`config.mk`:
```
export PLATFORM = sky130hd
export DESIGN_NAME = modbus_rtu_rx
export DESIGN_NICKNAME = d
export VERILOG_FILES = /design/src/rtl/modbus_pkg.sv /design/src/rtl/uart_byte_rx.sv /design/src/rtl/modbus_rtu_rx.sv
export SDC_FILE = /design/constraint.sdc
export NUM_CORES = 1
export LEC_CHECK = 0
export BUFFER_PORTS_ARGS = -buffer_cell sky130_fd_sc_hd__buf_4
export CAP_MARGIN = 20
export CELL_PAD_IN_SITES_DETAIL_PLACEMENT = 1
export CELL_PAD_IN_SITES_GLOBAL_PLACEMENT = 1
export CORE_ASPECT_RATIO = 1.75
export CORE_MARGIN = 4
export CORE_UTILIZATION = 32
export CTS_CLUSTER_DIAMETER = 80
export DETAILED_ROUTE_END_ITERATION = 10
export GPL_ROUTABILITY_DRIVEN = 0
export HOLD_SLACK_MARGIN = 0.1
export PLACE_DENSITY_LB_ADDON = 0.12
export REMOVE_ABC_BUFFERS = 1
export SETUP_SLACK_MARGIN = 0.2
export SLEW_MARGIN = 10
export SYNTH_ARGS = -nofsm -noshare
export SYNTH_HDL_FRONTEND = slang
export SYNTH_SLANG_ARGS = --single-unit
```
`constraint.sdc`:
```
create_clock -name clk -period 4.5 [get_ports clk]
set_clock_uncertainty 0.05 [all_clocks]
set_input_delay 0.45 -clock clk [delete_from_list [all_inputs] [get_ports clk]]
set_output_delay 0.45 -clock clk [all_outputs]
set_load 0.02 [all_outputs]
```
`src/rtl/modbus_pkg.sv`:
```
// Shared constants, FSM state type and the CRC-16/Modbus byte update
// used by the Modbus RTU receive path.
package modbus_pkg;

  localparam logic [7:0]  FUNC_WR_MULTI = 8'h10;
  localparam logic [15:0] CRC_INIT      = 16'hFFFF;
  localparam logic [15:0] CRC_POLY      = 16'hA001;

  typedef enum logic [1:0] {S_IDLE, S_RECV, S_CHECK, S_STREAM} state_t;

  // Reflected CRC-16, one data bit per step, LSB first
  function automatic logic [15:0] crc16_byte(input logic [15:0] crc, input logic [7:0] data);
    logic [15:0] c;
    c = crc ^ {8'h00, data};
    for (int i = 0; i < 8; i++) begin
      c = c[0] ? ((c >> 1) ^ CRC_POLY) : (c >> 1);
    end
    return c;
  endfunction

endpackage

```
`src/rtl/uart_byte_rx.sv`:
```
// 8N1 UART byte receiver: two-flop synchroniser, mid-bit sampling,
// start-bit glitch rejection and stop-bit framing check.
module uart_byte_rx #(
  parameter int CLK_FREQ = 50_000_000,
  parameter int BAUD     = 115200
) (
  input  logic       clk,
  input  logic       rst,
  input  logic       uart_rx_wire,
  output logic [7:0] data,
  output logic       done,
  output logic       busy
);

  localparam int CPB = CLK_FREQ / BAUD;
  localparam int CW  = $clog2(CPB) + 1;
  localparam logic [CW-1:0] FULL = CW'(CPB - 1);
  localparam logic [CW-1:0] HALF = CW'(CPB / 2 - 1);

  logic [1:0]    sync;
  logic          rx_s;
  logic          rx_prev;
  logic [CW-1:0] clk_cnt;
  logic [3:0]    bit_cnt;
  logic          sample;

  assign rx_s   = sync[1];
  // bit_cnt 0 = start bit (half period), 1..8 = data, 9 = stop
  assign sample = busy && (clk_cnt == ((bit_cnt == 4'd0) ? HALF : FULL));

  always_ff @(posedge clk) begin
    if (rst) begin
      sync    <= 2'b11;
      rx_prev <= 1'b1;
      busy    <= 1'b0;
      done    <= 1'b0;
      clk_cnt <= '0;
      bit_cnt <= '0;
    end else begin
      sync    <= {sync[0], uart_rx_wire};
      rx_prev <= rx_s;
      done    <= 1'b0;
      if (!busy) begin
        clk_cnt <= '0;
        bit_cnt <= '0;
        if (rx_prev && !rx_s) busy <= 1'b1;
      end else if (sample) begin
        clk_cnt <= '0;
        if (bit_cnt == 4'd9) begin
          busy <= 1'b0;
          done <= rx_s;
        end else if (bit_cnt == 4'd0 && rx_s) begin
          busy <= 1'b0;
        end else begin
          bit_cnt <= bit_cnt + 4'd1;
        end
      end else begin
        clk_cnt <= clk_cnt + 1'b1;
      end
    end
  end

  always_ff @(posedge clk) begin
    if (sample && bit_cnt >= 4'd1 && bit_cnt <= 4'd8) data <= {rx_s, data[7:1]};
  end

endmodule

```
`src/rtl/modbus_rtu_rx.sv`:
```
// Modbus RTU slave receive path: idle-timeout framing, CRC check,
// function 0x10 decode and rd_en-paced streaming of register data bytes.
module modbus_rtu_rx
  import modbus_pkg::*;
#(
  parameter int         CLK_FREQ   = 50_000_000,
  parameter int         BAUD       = 115200,
  parameter int         TIMER_OUT  = 17500,
  parameter logic [7:0] SLAVE_ADDR = 8'h01,
  parameter int         MAX_BYTES  = 32
) (
  input  logic        clk,
  input  logic        rst_n,
  input  logic        uart_rx_wire,
  input  logic        rd_en,
  output logic [15:0] mb_reg,
  output logic [15:0] mb_num,
  output logic        wr_en,
  output logic [7:0]  wr_data,
  output logic        crc_err
);

  localparam int AW = $clog2(MAX_BYTES);
  localparam logic [7:0]  MAXB = 8'(MAX_BYTES);
  localparam logic [31:0] TOUT = 32'(TIMER_OUT);

  logic [7:0]    rx_data;
  logic          rx_done;
  logic          rx_busy;
  state_t        state;
  logic [7:0]    buf_mem [MAX_BYTES];
  logic [15:0]   crc;
  logic [7:0]    count;
  logic [7:0]    left;
  logic [AW-1:0] rd_ptr;
  logic          ovf;
  logic [31:0]   idle_cnt;
  logic          take;
  logic          len_ok;

  uart_byte_rx #(.CLK_FREQ(CLK_FREQ), .BAUD(BAUD)) u_rx (
    .clk          (clk),
    .rst          (rst_n),
    .uart_rx_wire (uart_rx_wire),
    .data         (rx_data),
    .done         (rx_done),
    .busy         (rx_busy)
  );

  // Bytes landing during CHECK/STREAM are dropped; the sender must keep the gap
  assign take   = rx_done && (state == S_IDLE || state == S_RECV);
  assign len_ok = ({buf_mem[4], buf_mem[5], 1'b0} == {9'h000, buf_mem[6]}) &&
                  ({1'b0, count} == 9'd9 + {1'b0, buf_mem[6]});

  assign wr_en   = (state == S_STREAM) && rd_en;
  assign wr_data = (state == S_STREAM) ? buf_mem[rd_ptr] : 8'h00;

  always_ff @(posedge clk) begin
    if (take) begin
      crc <= crc16_byte((state == S_IDLE) ? CRC_INIT : crc, rx_data);
      if (state == S_IDLE)  buf_mem[0] <= rx_data;
      else if (count < MAXB) buf_mem[count[AW-1:0]] <= rx_data;
    end
  end

  always_ff @(posedge clk) begin
    if (rst_n) begin
      state    <= S_IDLE;
      count    <= '0;
      left     <= '0;
      rd_ptr   <= '0;
      ovf      <= 1'b0;
      idle_cnt <= '0;
      crc_err  <= 1'b0;
      mb_reg   <= '0;
      mb_num   <= '0;
    end else begin
      if (rx_busy || state != S_RECV) idle_cnt <= '0;
      else if (idle_cnt != TOUT)      idle_cnt <= idle_cnt + 32'd1;

      case (state)
        S_IDLE: begin
          if (rx_done) begin
            count   <= 8'd1;
            ovf     <= 1'b0;
            crc_err <= 1'b0;
            state   <= S_RECV;
          end
        end
        S_RECV: begin
          if (rx_done) begin
            if (count < MAXB) count <= count + 8'd1;
            else              ovf   <= 1'b1;
          end else if (idle_cnt == TOUT) begin
            state <= S_CHECK;
          end
        end
        S_CHECK: begin
          state <= S_IDLE;
          if (!ovf && count >= 8'd4) begin
            // Residual over payload plus appended CRC is zero for a good frame
            if (crc != 16'h0000) begin
              crc_err <= 1'b1;
            end else begin
              crc_err <= 1'b0;
              if (buf_mem[0] == SLAVE_ADDR && buf_mem[1] == FUNC_WR_MULTI && len_ok) begin
                mb_reg <= {buf_mem[2], buf_mem[3]};
                mb_num <= {buf_mem[4], buf_mem[5]};
                rd_ptr <= AW'(7);
                left   <= buf_mem[6];
                if (buf_mem[6] != 8'h00) state <= S_STREAM;
              end
            end
          end
        end
        S_STREAM: begin
          if (rd_en) begin
            rd_ptr <= rd_ptr + 1'b1;
            left   <= left - 8'd1;
            if (left == 8'd1) state <= S_IDLE;
          end
        end
        default: state <= S_IDLE;
      endcase
    end
  end

endmodule

```
==> results of run 1 <==
final cells by class:
class / count / area, µm² / share of cell area, %
clock buffers: 51 / 1074 / 5.676
repair buffers: 94 / 720.7 / 3.811
flip-flops and latches: 393 / 10680 / 56.45
well taps: 666 / 833.3 / 4.406
clock inverters: 24 / 249.0 / 1.317
inverters: 24 / 90.09 / 0.4763
multi-input cells: 663 / 5270 / 27.87
metrics by stage:
stage	std cells	util, %
2_1_floorplan	1080	-
3_3_place_gp	1836	34.79
3_5_place_dp	1837	34.81
4_1_cts	1913	37.45
6_report	1915	37.48
5_1_grt	1915	37.48
timing repair:
item / 4_1_cts / 5_1_grt
hold buffers: 1 / 0
resized for setup: 0 / 0
hold endpoints to repair: 1 / 0
buffers inserted: 0 / 0
cells by family after synthesis:
logic type      after synthesis
compound gates              108
xor+xnor                     85
fa+ha+maj                    13
buf+inv                      82
flops                       393
mux                          90
simple gates                367
worst paths after layout:
path | startpoint | to | slack [ns] | depth (start not counted)
worst max register to register | buf_mem[0][3] | flip-flop | 1.37 | 8
worst min-delay path | rd_en | rd_ptr[2] | 0.26 | 3
worst max-delay path | flip-flop | wr_data[5] | 0.78 | 6
worst min register to register | u_rx.sync[0] | u_rx.sync[1] | 0.36 | 1
worst max-delay path: stages, from the launching register on:
cell	delay, ns
dfxtp_4	0.67
buf_4	0.39
mux4_2	0.57
mux4_2	0.52
mux2i_1	0.26
nor2_1	0.08
buf_4	0.17
layout by cell type, fill, tap and decap left out, types with 29 or more instances in the layout:
master,Yosys,layout
a21oi_1,50,50
edfxtp_1,280,280
buf_4,3,92
nor2_1,122,122
nand2_1,81,81
dfxtp_1,113,111
nor3_1,29,29
clkbuf_16,0,41
nand3_1,30,30
xnor2_1,60,60
mux4_2,79,79
metal layers:
layer | track usage, % | routed length (µm) | up-vias
li1 | - | - | 4443
met1 | 16.93 | 15820 | 5002
met2 | 31.94 | 25310 | 134
met3 | 2.152 | 1136 | 64
met4 | 5.378 | 1389 | 0
met5 | 0 | 0 | -
power groups by stage:
stage               sequential (mW)  combinational, mW  clock [mW]
floorplan                      3.91            0.00722           0
CTS                            3.83             0.0229        3.49
finish                         3.83             0.0219        3.38
detailed placement             3.91             0.0221           0
global placement               3.91             0.0221           0
global route                   3.82             0.0245        3.64
==> flow_summary_export.csv, run 1 <==
group,metric,value,unit
run_status,status,"finished, final reports clean",
synth,ys_top_cells_by_area,"edfxtp_1, dfxtp_1, mux4_2",
worst_setup_path,cp.arrival,3.22,ns
synth,yosysSeqAreaShare,65.47,%
route,initialDrtViolationCount,427,
route,routed-via-count,9643,
route,routed_wl,43660,µm
synth,ys_types,65,
placed_design,place_area,17560,µm²
synth,ys.flop_type,"edfxtp_1",
sta,rsz0062_at_grt,"false",
clock_tree,cts_root_buf,"clkbuf_16",
clock_tree,htree_levels,2,
cells_and_area,top_register,"buf_mem",
clock_tree,cts_tree,"built",
sta,hold_viol_final,0,
power,p_per_area,382.3,nW/µm²
grt,antenna_found_initial,0,
grt,grt_pass1_wl,65900,µm
clock_tree,clock_latency,0.56,ns
power,switchingPower,1.462,mW
sta,min_period,3.721,ns
clock_tree,cts_sinks,393,
route,drtAntennaViolNets,0,
route,drtPass1Iterations,4,
synth,synth_common_cells,"edfxtp_1, nor2_1, dfxtp_1, nand2_1, mux4_2",
cells_and_area,reg_top3,"buf_mem x256, idle_cnt x32",
power,internal-power,5.768,mW
floorplan,io_pins,46,
cells_and_area,nFillCells,5198,
synth,synth_warnings,0,
synth,synth-seq-cells,393,
sta,hold_slack,0.2552,ns
cells_and_area,antenna_cells,0,
cells_and_area,num-nets-final,1234,
sta,setup_slack,0.7785,ns
worst_setup_path,start_kind,"flip-flop",
min_path,hold_class,"primary input to flip-flop",
placed_design,dp_hpwl,30250,µm
power,p_leak,5.902,nW
sta,fin_crit_sh,82.70,%
grt,grtUsageTotal,16.06,%
power,pwr-share-clk,46.8,%
floorplan,core,50460,µm²
floorplan,rows,109,
synth,syn_area,16300,µm²
floorplan,die_h,306.5,µm
worst_setup_path,critPathRequiredTime,4.00,ns
synth,synth-edff-count,280,
route,vias_per_cell,5.036,
route,drc,0,
cells_and_area,stdcell_area,18910,µm²
synth,syn_inst,1138,
floorplan,die-width,178.6,µm
sta,slew_headroom,37.62,%
synth,syn_avg_cell_area,14.32,µm²
sta,clock.fmax,0.2687,GHz
grt,grt_start_max_net_pins,50,
cells_and_area,area_growth,16.05,%
power,total_power,7.230,mW
floorplan,die_area,54740,µm²
grt,grt_pass1_vias,10407,
synth,synth_top_family_by_area,"multiplexers",
synth,synth_top_area_cell,"edfxtp_1",
flow_run,cap_violations,0,
worst_setup_path,end_kind,"primary output",
power,seq_power_share,52.9,%
power,ir_worst_vdd,0.0003451,V
placed_design,dp_slack,1.297,ns
sta,fin_setup_tns,0,ns
power,combPwrFrac,0.3,%
synth,synth-xor-area-share,4.568,%
placed_design,port_buffers,45,
cells_and_area,layout-drive-gt1-share,20.02,%
route,wire_per_inst,22.80,µm
synth,synth_top_area_share,51.59,%
clock_tree,clk_path_buf_depth,3,
clock_tree,numCtsBuffers,41,
synth,synthAdderAreaFrac,0.9981,%
sta,finalSetupViolCount,0,
floorplan,start_util,32.30,%
sta,tightest_slew,0.9237,ns
sta,final_max_slew_viol_count,0,
power,p_sw_share,20.22,%
synth,synth-simple-area-share,10.93,%
synth,synthMuxAreaShare,11.70,%
synth,synth-async-reset-ratio,0,%
worst_setup_path,cp_max_fo,23,
worst_setup_path,crit_type,"flip-flop to primary output",
synth,synth_compound_area_share,4.146,%
cells_and_area,largest_reg_flops,256,
clock_tree,clkTransAtPathRegs,0.06,ns
synth,synth_most_common_cell,"edfxtp_1",
grt,overflow,0,
No activity file was read; power rests on OpenSTA's default activity.
==> run 2, diff against run 1 <==
--- a/config.mk
+++ b/config.mk
@@ -5,6 +5,7 @@
 export SDC_FILE = /design/constraint.sdc
 export NUM_CORES = 1
 export LEC_CHECK = 0
+export ABC_AREA = 1
 export BUFFER_PORTS_ARGS = -buffer_cell sky130_fd_sc_hd__buf_4
 export CAP_MARGIN = 20
 export CELL_PAD_IN_SITES_DETAIL_PLACEMENT = 1
==> constraint.sdc (replaced) <==
create_clock -name clk -period 3 [get_ports clk]
set_clock_uncertainty 0.05 [all_clocks]
set_input_delay 0.3 -clock clk [delete_from_list [all_inputs] [get_ports clk]]
set_output_delay 0.3 -clock clk [all_outputs]
set_load 0.02 [all_outputs]
==> flow_summary_export.csv, run 2 <==
group,metric,value,unit
placed_design,dp_slack,0.2840,ns
synth,syn_avg_cell_area,9.928,µm²
placed_design,place_area,18510,µm²
floorplan,io_pins,46,
worst_setup_path,reg2reg_slack,0.40,ns
synth,yosysSeqAreaShare,62.63,%
floorplan,rows,111,
cells_and_area,reg_top3,"buf_mem x256, idle_cnt x32",
worst_setup_path,reg2reg_from,"buf_mem[6][1]",
route,vias_per_cell,5.111,
route,drtPass1Iterations,5,
min_path,hold_class,"primary input to flip-flop",
sta,setup_slack,0.2090,ns
grt,antenna_found_initial,1,
worst_setup_path,critPathRequiredTime,2.65,ns
clock_tree,clkTransAtPathRegs,0.06,ns
power,total_power,10.75,mW
floorplan,die_area,57140,µm²
grt,overflow,0,
sta,finalSetupViolCount,0,
synth,synth-edff-count,280,
synth,syn_area,17040,µm²
synth,synth_top_area_share,49.35,%
sta,rsz0062_at_grt,"true",
run_status,status,"finished, final reports clean",
placed_design,dp_hpwl,36340,µm
synth,synth_warnings,0,
worst_setup_path,reg2reg_depth,15,
sta,clock.fmax,0.3583,GHz
worst_setup_path,start_kind,"flip-flop",
cells_and_area,largest_reg_flops,256,
cells_and_area,area_growth,21.05,%
route,wire_per_inst,21.85,µm
flow_run,cap_violations,0,
synth,syn_inst,1716,
cells_and_area,stdcell_area,20620,µm²
sta,hold_viol_final,0,
min_path,whs_endpoint,"state[1]",
min_path,whs_path_depth,7,
worst_setup_path,crit_type,"flip-flop to primary output",
clock_tree,clock_latency,0.57,ns
power,p_per_area,521.2,nW/µm²
synth,ys.flop_type,"edfxtp_1",
sta,final_max_slew_viol_count,0,
synth,synth_top_area_cell,"edfxtp_1",
synth,synth-async-reset-ratio,0,%
clock_tree,htree_levels,2,
synth,synth_most_common_cell,"edfxtp_1",
cells_and_area,layout_commonest_cell,"edfxtp_1",
synth,synth_common_cells,"edfxtp_1, nor2_1, o21ai_0, nand2_1, inv_1",
route,routed_wl,55490,µm
cells_and_area,mostFrequentLayoutCells,"edfxtp_1, nor2_1, nand2_1",
floorplan,die_h,313.2,µm
synth,synth-seq-cells,393,
floorplan,die-width,182.4,µm
grt,grtUsageTotal,18.85,%
route,drtAntennaViolNets,0,
grt,grt_pass1_wl,82600,µm
cells_and_area,num-nets-final,1847,
synth,ys_types,45,
cells_and_area,layout-drive-gt1-share,15.04,%
sta,min_period,2.791,ns
route,initialDrtViolationCount,568,
clock_tree,numCtsBuffers,41,
worst_setup_path,cp_max_fo,19,
worst_setup_path,cp.arrival,2.44,ns
route,drc,0,
power,p_leak,7.303,nW
grt,grt_pass1_vias,13680,
cells_and_area,top_register,"buf_mem",
sta,fin_crit_sh,93.03,%
cells_and_area,antenna_cells,0,
sta,slew_headroom,57.03,%
worst_setup_path,end_kind,"primary output",
clock_tree,cts_root_buf,"clkbuf_16",
sta,tightest_slew,0.6427,ns
power,ir_worst_vdd,0.0004490,V
route,routed-via-count,12983,
clock_tree,cts_tree,"built",
floorplan,core,52500,µm²
clock_tree,cts_sinks,393,
clock_tree,clk_path_buf_depth,3,
min_path,min_from,"rd_en",
grt,grt_start_max_net_pins,56,
floorplan,start_util,32.45,%
placed_design,port_buffers,45,
synth,ys_top_cells_by_area,"edfxtp_1, dfxtp_1, nor2_1",
sta,hold_slack,0.3615,ns
run 2: layer usage:
layer	routed length (µm)	up-vias	track usage, %	part of all wire [%]
met1	20250	6516	19.34	36
met4	1916	0	7.204	3.5
met2	31790	175	37.80	57
li1	-	6206	-	-
met3	1536	86	2.519	2.8
met5	0	-	0	0
run 2: worst max-delay path, stage by stage (launching register included):
cell,delay [ns]
dfxtp_4,0.42
clkinv_8,0.13
buf_16,0.18
o21ai_0,0.22
o22ai_1,0.18
o21ai_1,0.21
nand3_1,0.14
nand2_1,0.14
a31oi_2,0.04
buf_4,0.17
run 2: cells by family after synthesis:
logic type               after synthesis  synth area share [%]
AND/OR/NAND/NOR                      667                 16.98
flip-flops                           393                 62.63
AO/OA/AOI/OAI                        380                 12.47
buffers and inverters                238                 5.435
XOR/XNOR                              25                 1.528
adder cells (fa/ha/maj)               13                0.9548
run 2: layout make-up:
type / instances / area, µm²
Timing Repair Buffer: 142 / 1520
Fill cell: 5894 / 31880
Sequential cell: 393 / 10680
Clock buffer: 52 / 1110
Tap cell: 678 / 848.3
Inverter: 167 / 655.6
Clock inverter: 23 / 178.9
Multi-Input combinational cell: 1085 / 5632
run 2: power breakdown:
group / total, mW / switching [mW] / internal, mW
Combinational: 0.0396 / 0.0269 / 0.0128
Clock: 4.97 / 2.23 / 2.74
Sequential: 5.74 / 0.00199 / 5.74
run 2: through the flow:
step | TNS, ns | std cells | util (%)
2_1_floorplan | -13.25 | 1645 | -
3_5_place_dp | 0 | 2435 | 35.26
3_3_place_gp | 0 | 2434 | 35.24
6_report | 0 | 2540 | 39.28
4_1_cts | 0 | 2526 | 38.64
5_1_grt | 0 | 2540 | 39.28
run 2: worst max path at each step:
| stage | start | end | slack [ns] | depth (start not counted) |
|---|---|---|---|---|
| 6_report | flip-flop | wr_data[3] | 0.21 | 9 |
| 5_1_grt | flip-flop | wr_data[3] | 0.13 | 11 |
| 4_1_cts | flip-flop | wr_data[0] | 0.13 | 11 |
| 3_5_place_dp | buf_mem[6][0] | flip-flop | 0.28 | 16 |
| 3_3_place_gp | buf_mem[6][0] | flip-flop | 0.32 | 16 |
| 2_1_floorplan | flip-flop | wr_data[2] | -1.68 | 6 |
run 2: what timing repair did:
| action | CTS | global route |
|---|---|---|
| gates cloned | 7 | 6 |
| gates resized for setup | 37 | 41 |
| pin swaps | 7 | 20 |
| endpoints found under the hold margin | 15 | 0 |
| hold buffers | 3 | 0 |
| setup endpoints to repair | 8 | 25 |
| buffers inserted | 6 | 8 |
